[config.mk]
export PLATFORM = sky130hd
export DESIGN_NAME = pipeline_ctrl
export DESIGN_NICKNAME = d
export VERILOG_FILES = /design/src/rtl/pipeline_ctrl_pkg.sv /design/src/rtl/sat_counter.sv /design/src/rtl/pipeline_ctrl.sv
export SDC_FILE = /design/constraint.sdc
export NUM_CORES = 1
export LEC_CHECK = 0
export ABC_CLOCK_PERIOD_IN_PS = 3250
export CAP_MARGIN = 10
export CORE_ASPECT_RATIO = 2
export CORE_MARGIN = 2
export CORE_UTILIZATION = 32
export CTS_CLUSTER_SIZE = 28
export DETAILED_ROUTE_END_ITERATION = 10
export PLACE_DENSITY = 0.6
export SYNTH_ARGS = -nofsm -noshare
export SYNTH_HDL_FRONTEND = slang
export SYNTH_HIERARCHICAL = 1
export SYNTH_SLANG_ARGS = --single-unit
[constraint.sdc]
create_clock -name clk -period 3.25 [get_ports clk]
set_input_delay 0.325 -clock clk [delete_from_list [all_inputs] [get_ports clk]]
set_output_delay 0.325 -clock clk [all_outputs]
set_load 0.02 [all_outputs]
[src/rtl/pipeline_ctrl_pkg.sv]
// Shared types and default constants for the pipeline sequencing controller.
package pipeline_ctrl_pkg;

  typedef enum logic [1:0] {
    ST_RUN    = 2'd0,
    ST_FLUSH  = 2'd1,
    ST_DRAIN  = 2'd2,
    ST_HALTED = 2'd3
  } pctrl_state_t;

  localparam int unsigned FLUSH_CYCLES_DEF = 2;
  localparam int unsigned DRAIN_CYCLES_DEF = 3;
  localparam int unsigned MEM_TIMEOUT_DEF  = 64;
  localparam int unsigned CNT_W_DEF        = 16;

  // Phase counters hold values up to 7; wait counter spans the timeout range.
  localparam int unsigned PH_CNT_W = 3;
  localparam int unsigned WAIT_W   = 8;

endpackage

[src/rtl/sat_counter.sv]
// Saturating up-counter with synchronous clear and async active-low reset.
module sat_counter #(
  parameter int unsigned W = 8
) (
  input  logic         clk,
  input  logic         rst_n,
  input  logic         inc,
  input  logic         clr,
  output logic [W-1:0] count
);

  logic [W-1:0] count_q;

  always_ff @(posedge clk or negedge rst_n) begin
    if (!rst_n) begin
      count_q <= '0;
    end else if (clr) begin
      count_q <= '0;
    end else if (inc && (count_q != {W{1'b1}})) begin
      count_q <= count_q + W'(1);
    end
  end

  assign count = count_q;

endmodule

[src/rtl/pipeline_ctrl.sv]
// Pipeline sequencing controller: stalls, branch flushes, memory wait-states,
// halt with drain, and a saturating stall-cycle counter.
module pipeline_ctrl
  import pipeline_ctrl_pkg::*;
#(
  parameter int unsigned FLUSH_CYCLES = FLUSH_CYCLES_DEF,
  parameter int unsigned DRAIN_CYCLES = DRAIN_CYCLES_DEF,
  parameter int unsigned MEM_TIMEOUT  = MEM_TIMEOUT_DEF,
  parameter int unsigned CNT_W        = CNT_W_DEF
) (
  input  logic             clk,
  input  logic             reset,
  input  logic             load_use_hazard,
  input  logic             branch_taken,
  input  logic             halt_req,
  input  logic             mem_req,
  input  logic             mem_ack,
  output logic             pc_en,
  output logic             en_if_id,
  output logic             en_id_ex,
  output logic             en_ex_mem,
  output logic             en_mem_wb,
  output logic             flush_if_id,
  output logic             flush_id_ex,
  output logic             halted,
  output logic             mem_err,
  output logic [CNT_W-1:0] stall_cycles
);

  pctrl_state_t        state_q, state_d;
  logic [PH_CNT_W-1:0] fl_cnt_q, fl_cnt_d;
  logic [PH_CNT_W-1:0] dr_cnt_q, dr_cnt_d;
  logic                halt_pending_q, halt_pending_d;
  logic                mem_err_q, mem_err_d;
  logic [WAIT_W-1:0]   wait_cnt;

  logic freeze_c;
  logic stall_inc_c;
  logic pc_en_c, en_if_id_c, en_id_ex_c, en_ex_mem_c, en_mem_wb_c;
  logic flush_if_id_c, flush_id_ex_c;

  assign freeze_c    = mem_req & ~mem_ack & (state_q != ST_HALTED);
  assign stall_inc_c = (state_q != ST_HALTED) & ~pc_en_c;

  // State, phase counters and sticky flags.
  always_ff @(posedge clk or negedge reset) begin
    if (!reset) begin
      state_q        <= ST_RUN;
      fl_cnt_q       <= '0;
      dr_cnt_q       <= '0;
      halt_pending_q <= 1'b0;
      mem_err_q      <= 1'b0;
    end else begin
      state_q        <= state_d;
      fl_cnt_q       <= fl_cnt_d;
      dr_cnt_q       <= dr_cnt_d;
      halt_pending_q <= halt_pending_d;
      mem_err_q      <= mem_err_d;
    end
  end

  // Next-state and combinational stage controls.
  always_comb begin
    state_d        = state_q;
    fl_cnt_d       = fl_cnt_q;
    dr_cnt_d       = dr_cnt_q;
    halt_pending_d = halt_pending_q;
    mem_err_d      = mem_err_q;
    pc_en_c        = 1'b0;
    en_if_id_c     = 1'b0;
    en_id_ex_c     = 1'b0;
    en_ex_mem_c    = 1'b0;
    en_mem_wb_c    = 1'b0;
    flush_if_id_c  = 1'b0;
    flush_id_ex_c  = 1'b0;

    if (freeze_c && (wait_cnt == WAIT_W'(MEM_TIMEOUT - 1))) begin
      mem_err_d = 1'b1;
    end

    unique case (state_q)
      ST_RUN: begin
        if (!freeze_c) begin
          if (branch_taken) begin
            pc_en_c        = 1'b1;
            en_if_id_c     = 1'b1;
            en_id_ex_c     = 1'b1;
            en_ex_mem_c    = 1'b1;
            en_mem_wb_c    = 1'b1;
            flush_if_id_c  = 1'b1;
            flush_id_ex_c  = 1'b1;
            halt_pending_d = halt_pending_q | halt_req;
            if (FLUSH_CYCLES > 1) begin
              state_d  = ST_FLUSH;
              fl_cnt_d = PH_CNT_W'(FLUSH_CYCLES - 1);
            end
          end else if (load_use_hazard) begin
            en_id_ex_c     = 1'b1;
            en_ex_mem_c    = 1'b1;
            en_mem_wb_c    = 1'b1;
            flush_id_ex_c  = 1'b1;
            halt_pending_d = halt_pending_q | halt_req;
          end else begin
            pc_en_c     = 1'b1;
            en_if_id_c  = 1'b1;
            en_id_ex_c  = 1'b1;
            en_ex_mem_c = 1'b1;
            en_mem_wb_c = 1'b1;
            if (halt_req || halt_pending_q) begin
              state_d        = ST_DRAIN;
              dr_cnt_d       = PH_CNT_W'(DRAIN_CYCLES);
              halt_pending_d = 1'b0;
            end
          end
        end
      end

      ST_FLUSH: begin
        if (!freeze_c) begin
          pc_en_c       = 1'b1;
          en_if_id_c    = 1'b1;
          en_id_ex_c    = 1'b1;
          en_ex_mem_c   = 1'b1;
          en_mem_wb_c   = 1'b1;
          flush_if_id_c = 1'b1;
          flush_id_ex_c = 1'b1;
          if (halt_req) begin
            halt_pending_d = 1'b1;
          end
          // A fresh branch restarts the flush window from this cycle.
          if (branch_taken) begin
            fl_cnt_d = PH_CNT_W'(FLUSH_CYCLES - 1);
          end else begin
            fl_cnt_d = fl_cnt_q - PH_CNT_W'(1);
            if (fl_cnt_q == PH_CNT_W'(1)) begin
              state_d = ST_RUN;
            end
          end
        end
      end

      ST_DRAIN: begin
        if (!freeze_c) begin
          en_if_id_c    = 1'b1;
          en_id_ex_c    = 1'b1;
          en_ex_mem_c   = 1'b1;
          en_mem_wb_c   = 1'b1;
          flush_if_id_c = 1'b1;
          flush_id_ex_c = 1'b1;
          dr_cnt_d      = dr_cnt_q - PH_CNT_W'(1);
          if (dr_cnt_q == PH_CNT_W'(1)) begin
            state_d = ST_HALTED;
          end
        end
      end

      ST_HALTED: begin
      end

      default: begin
        state_d = ST_RUN;
      end
    endcase

    // A latched memory timeout parks the core one cycle after it is flagged.
    if (mem_err_q && (state_q != ST_HALTED)) begin
      state_d = ST_HALTED;
    end
  end

  sat_counter #(.W(WAIT_W)) u_wait_cnt (
    .clk   (clk),
    .rst_n (reset),
    .inc   (freeze_c),
    .clr   (~freeze_c),
    .count (wait_cnt)
  );

  sat_counter #(.W(CNT_W)) u_stall_cnt (
    .clk   (clk),
    .rst_n (reset),
    .inc   (stall_inc_c),
    .clr   (1'b0),
    .count (stall_cycles)
  );

  assign pc_en       = reset & pc_en_c;
  assign en_if_id    = reset & en_if_id_c;
  assign en_id_ex    = reset & en_id_ex_c;
  assign en_ex_mem   = reset & en_ex_mem_c;
  assign en_mem_wb   = reset & en_mem_wb_c;
  assign flush_if_id = reset & flush_if_id_c;
  assign flush_id_ex = reset & flush_id_ex_c;
  assign halted      = reset & (state_q == ST_HALTED);
  assign mem_err     = reset & mem_err_q;

endmodule

==> results of run 1 <==
how the worst max path moves through the flow:
stage | from | endpoint | slack (ns) | cells after the start
2_1_floorplan | state_q[0] | u_stall_cnt/count[3] | 0.61 | 11
3_3_place_gp | mem_req | u_stall_cnt/count[3] | 0.45 | 8
4_1_cts | state_q[0] | u_stall_cnt/count[3] | 0.48 | 8
5_1_grt | state_q[0] | u_stall_cnt/count[3] | 0.33 | 8
3_5_place_dp | mem_req | u_stall_cnt/count[3] | 0.43 | 8
6_report | state_q[0] | u_stall_cnt/count[3] | 0.46 | 8
worst max-delay path: cells and delay by family (launching register included):
family,cells,cell delay (ns)
compound gates,2,0.21
fa+ha+maj,1,0.29
buf+inv,2,0.41
flops,1,0.42
simple gates,3,1.40
power by group:
group | internal (mW) | switching (mW)
registers | 0.425 | 0.00139
logic | 0.0144 | 0.0246
clock network | 0.358 | 0.176
through the flow:
step,util,hold WS (ns),setup WS (ns),area [sq um]
floorplan,-,0.0294,0.606,2290
CTS,0.409,0.00251,0.481,2840
global route,0.409,0.00229,0.327,2840
finish,0.409,-0.0172,0.461,2840
global placement,0.385,0.294,0.451,2670
detailed placement,0.385,0.295,0.425,2670
cells by family (layout without fill, tap and decap cells):
family	Yosys count	count (layout)	synth area share
AOI/OAI and AO/OA	65	65	0.192
adders and majority gates	11	11	0.0602
buffers and inverters	31	62	0.0640
DFF	34	34	0.372
muxes	10	10	0.0487
other	1	2	0.00164
and+or+nand+nor	99	99	0.262
routing by layer:
layer	up-vias	wire, um
li1	978	-
met1	1014	2200
met2	51	3200
met3	11	159
met4	0	161
met5	-	0
area by class of cell:
| type | count | area share |
|---|---|---|
| inverter | 17 | 0.0225 |
| tap | 90 | 0.0397 |
| sequential | 34 | 0.300 |
| timing repair buffer | 37 | 0.124 |
| clock buffer | 5 | 0.0441 |
| clock inverter | 3 | 0.0141 |
| multi-input combinational | 187 | 0.456 |
synth_stat cells, drive strengths merged, types with 2 or more instances:
| library cell | instances |
|---|---|
| nor4 | 8 |
| or3 | 4 |
| inv | 17 |
| nand2 | 12 |
| a21oi | 25 |
| and2 | 3 |
| or4 | 7 |
| o31ai | 8 |
| a211oi | 2 |
| ha | 11 |
| clkbuf | 6 |
| mux2 | 9 |
| nand3b | 2 |
| o21a | 2 |
| a41oi | 2 |
| nand4 | 10 |
| o21ai | 12 |
| a21o | 2 |
| dfrtp | 34 |
| and3 | 3 |
| and4 | 4 |
| buf | 8 |
| a31oi | 3 |
| nor2 | 15 |
| or3b | 2 |
| nand2b | 6 |
| nor3 | 5 |
| nand3 | 7 |
| nor2b | 9 |
registers in the layout (all words and copies together), names as in the netlist:
| signal | flops |
|---|---|
| dr_cnt_q | 3 |
| fl_cnt_q | 3 |
| halt_pending_q | 1 |
| mem_err_q | 1 |
| state_q | 2 |
| u_stall_cnt/count | 16 |
| u_wait_cnt/count | 8 |
==> impl_metrics.csv, run 1 <==
group,metric,value,unit
cts,cts_tree,"yes",
synthesis,synth_cells,251,
power_and_ir_drop,leakagePower,1.16,nW
synthesis,synth_flop_cell,"dfrtp_1",
drt,firstDrtPassIters,4,
sta,hold_violations,14,
synthesis,syn_area,2290,sq um
finish,antenna-diode-count,0,
sta,setup_tns,0,ns
critical_path,crit_fanout,22,
critical_path,crit_chain,"ha_1 > or3b_1 > inv_2 > a21oi_1 > nor2_1 > inv_1 > or4_2 > a21oi_1",
power_and_ir_drop,power.total,1.00,mW
critical_path,cp_common_cell,"a21oi_1",
run_status,outcome,"finished, violations left",
critical_path,path_class,"register to register",
floorplan,fp.dieH,124,um
global_routing,antenna_found_initial,0,
placement,io_buffers,31,
global_routing,globalRouteMet2Util,0.299,
synthesis,synthTopCellsByArea,"dfrtp_1 37%, ha_1 6.0%, a21oi_1 5.5%, mux2_1 3.4%, inv_1 2.6%",
power_and_ir_drop,p_per_area,353,nW/um^2
placement,placed_cells,365,
sta,post-route-period-util,0.858,
drt,wire_per_inst,15.3,um
cts,cts_root_buffer,"clkbuf_16",
floorplan,die_area,7880,sq um
power_and_ir_drop,ir_drop,179,uV
critical_path,start_kind,"register",
cts,clk_latency,0.27,ns
cts,cts_made_buffers,5,
floorplan,pin_count,32,
cts,cts.sink_count,34,
synthesis,synth_cell_types,55,
critical_path,cp-end-kind,"register",
cts,clk_transition_reported_paths,0.05,ns
global_routing,use_met3,0.0173,
finish,fin_cells,373,
global_routing,grt.busiest_layer,"met2",
floorplan,die_x,63.8,um
floorplan,rows,43,
cts,cts_setup_buffers,0,
global_routing,grt_overflow,0,
flow_run,drv_cap,0,
sta,slew_headroom,0.630,
finish,multiInputGateArea,1290,sq um
drt,drtIter0Drc,82,
cts,cts_hold_buf,0,
sta,slew_viol_final,0,
cts,ctsResizeCount,0,
finish,drive_above_1_share,0.117,
synthesis,synth.top_cell.area_share,0.372,
global_routing,grtUsageTotal,0.158,
floorplan,initial_utilization,0.329,
floorplan,core,6940,sq um
critical_path,cp.required,3.45,ns
synthesis,synth_edf_count,0,
sta,grt_setup_unrepaired,"no",
critical_path,max_stage_delay,0.72,ns
sta,setup_viol,0,
placement,gp_congestion,0.857,
synthesis,yosys_warnings,6,
synthesis,synth_largest_area_cell,"dfrtp_1",
synthesis,async_flop_share,1.00,
global_routing,grt_max_degree,23,
finish,area_growth,24.0,%
finish,ff_latch_area,851,sq um
cts,cts.htree.levels,2,
drt,ant_nets,0,
finish,n_fill_cell,688,
global_routing,grt_pass1_wl,9820,um
drt,wl,5730,um
global_routing,met1_usage,0.167,
finish,fin_nets,300,
finish,layout_common_cells,"34 x dfrtp_1, 30 x clkdlybuf4s50_1, 25 x a21oi_1",
sta,worst_slew_pin_slew,0.554,ns
run_status,violations,"negative hold slack",
drt,drcViolationCount,0,
sta,finalHoldWorstSlack,-0.0172,ns
critical_path,rr_endpoint,"u_stall_cnt/count[3]",
synthesis,ys_ff_latch,34,
placement,place_hpwl,4150,um
sta,fmax,0.359,GHz
global_routing,first_global_vias,2099,
min_path,hold_path_class,"input pin to async pin",
critical_path,critPathSlowestCell,"or4_2",
sta,final.setup_skew,0.00246,ns
synthesis,ys_seq_area_frac,0.372,
synthesis,syn_avg_cell_area,9.11,sq um
drt,via_per_inst,5.51,
cts,clk_path_buf_depth,2,
critical_path,r2r-start,"state_q[0]",
critical_path,rr_worst_depth,8,
sta,min_period,2.79,ns
finish,mostFrequentLayoutCell,"dfrtp_1",
drt,vias,2054,
critical_path,rrSetupSlack,0.46,ns
critical_path,critPathArrivalTime,2.99,ns
Note: power is estimated with default switching activity, not from simulation.
==> run 2, diff against run 1 <==
Settings changed: CORE_MARGIN 2 to default, SLEW_MARGIN from default to 20.
==> impl_metrics.csv, run 2 (same netlist as run 1, synthesis figures left out) <==
group,metric,value,unit
run_status,outcome,"finished clean",
global_routing,first_global_vias,1957,
cts,clk_transition_reported_paths,0.05,ns
cts,cts_root_buffer,"clkbuf_16",
sta,hold_violations,0,
placement,gp_congestion,0.813,
power_and_ir_drop,ir_drop,268,uV
floorplan,die_area,7510,sq um
cts,clk_latency,0.28,ns
sta,post-route-period-util,0.865,
finish,fin_nets,298,
critical_path,cp-end-kind,"register",
placement,io_buffers,31,
critical_path,crit_fanout,22,
sta,fmax,0.356,GHz
finish,largest_register_ffs,16,
critical_path,cp.buffers_inverters,2,
finish,layout_common_cells,"34 x dfrtp_1, 30 x clkdlybuf4s50_1, 25 x a21oi_1",
sta,setup_tns,0,ns
critical_path,path_class,"register to register",
floorplan,fp.dieH,122,um
finish,mostFrequentLayoutCell,"dfrtp_1",
sta,grt_setup_unrepaired,"no",
drt,wl,5750,um
drt,via_per_inst,5.49,
cts,clk_path_buf_depth,2,
power_and_ir_drop,leakagePower,1.14,nW
drt,ant_nets,0,
cts,ctsResizeCount,0,
drt,firstDrtPassIters,4,
cts,cts_hold_buf,0,
critical_path,max_stage_delay,0.72,ns
cts,cts.sink_count,34,
cts,cts_setup_buffers,0,
finish,utilization,0.404,
critical_path,critPathSlowestCell,"or4_2",
critical_path,start_kind,"register",
global_routing,antenna_found_initial,0,
sta,final.setup_skew,0.00377,ns
sta,setup_viol,0,
drt,vias,2038,
finish,antenna-diode-count,0,
finish,area_growth,22.8,%
sta,min_period,2.81,ns
placement,place_hpwl,4080,um
critical_path,cp_common_cell,"a21oi_1",
min_path,hold_path_class,"input pin to async pin",
sta,finalHoldWorstSlack,0.140,ns
cts,cts_made_buffers,5,
sta,slew_viol_final,0,
critical_path,path_delay_family,"simple AND/OR/NAND/NOR gates",
drt,wire_per_inst,15.5,um
global_routing,grt_overflow,0,
sta,slew_headroom,0.425,
critical_path,crit_chain,"ha_1 > or3b_1 > inv_2 > a21oi_1 > nor2_1 > inv_1 > or4_2 > a21oi_1",
drt,drtIter0Drc,119,
floorplan,rows,43,
cts,cts.htree.levels,2,
cts,cts_tree,"yes",
global_routing,grt_pass1_wl,9290,um
floorplan,pin_count,32,
critical_path,cp.required,3.45,ns
floorplan,core,6940,sq um
power_and_ir_drop,p_per_area,339,nW/um^2
finish,n_fill_cell,675,
finish,drive_above_1_share,0.110,
sta,worst_slew_pin_slew,0.855,ns
floorplan,initial_utilization,0.329,
global_routing,grtUsageTotal,0.166,
critical_path,critPathArrivalTime,3.01,ns
drt,drcViolationCount,0,
global_routing,grt_max_degree,38,
floorplan,die_x,61.8,um
flow_run,drv_cap,0,
## run 2: changes by cell type in the layout (fill, tap and decap cells not counted), sizes merged
| cell | change |
|---|---|
| clkinvlp | +1 |
| clkbuf | +1 |
| buf | -2 |
| bufinv | -1 |
| clkinv | -1 |
## run 2: power by group
group          leakage [nW]  switching (mW)  total (mW)  internal (mW)
Clock                0.0729           0.181       0.484          0.303
Sequential            0.455         0.00173       0.427          0.425
Combinational         0.607          0.0254      0.0390         0.0136
## run 2: worst paths after layout
kind / cells past startpoint / to / from / slack (ns)
worst max-delay path: 8 / u_stall_cnt/count[3] / state_q[0] / 0.44
worst min-delay path: 2 / u_wait_cnt/count[6] / reset / 0.14
worst max register to register: 8 / u_stall_cnt/count[3] / state_q[0] / 0.44
worst min register to register: 1 / dr_cnt_q[0] / dr_cnt_q[0] / 0.56
max in group asynchronous: 2 / u_stall_cnt/count[0] / reset / 2.77
min in group clk: 1 / dr_cnt_q[0] / dr_cnt_q[0] / 0.56
## run 2: through the flow
step                      setup slack (ns)  power [mW]  cell area, sq um  std cells
after global routing                 0.247       0.983              2810        371
after detailed placement             0.371       0.473              2660        363
after floorplan                      0.606       0.451              2290        252
final                                0.440       0.950              2810        371
after CTS                            0.480       0.967              2810        371
after global placement               0.460       0.472              2660        363
## run 2: metal layers
layer	part of all wire	track usage
met1	0.39	0.176
met2	0.56	0.304
met3	0.031	0.0244
met4	0.022	0.0778
met5	0	0
## run 2: area by class of cell
type,count,area [sq um],area share
clock buffer,6,139,0.0495
inverter,17,63.8,0.0227
timing repair buffer,35,335,0.119
sequential,34,851,0.303
tap,90,113,0.0401
clock inverter,2,12.5,0.00446
multi-input combinational,187,1290,0.461
## run 2: worst reg2reg max path, stage by stage (launching register included)
cell     delay (ns)
dfrtp_1        0.43
ha_1           0.31
or3b_1         0.41
inv_2          0.07
a21oi_1        0.05
nor2_1         0.26
inv_1          0.34
or4_2          0.72
a21oi_1        0.16
==> run 3, diff against run 2 <==
Settings changed: TNS_END_PERCENT from default to 1.
==> results of run 3 <==
No change in the layout: final DEF, timing and power equal those of run 2.
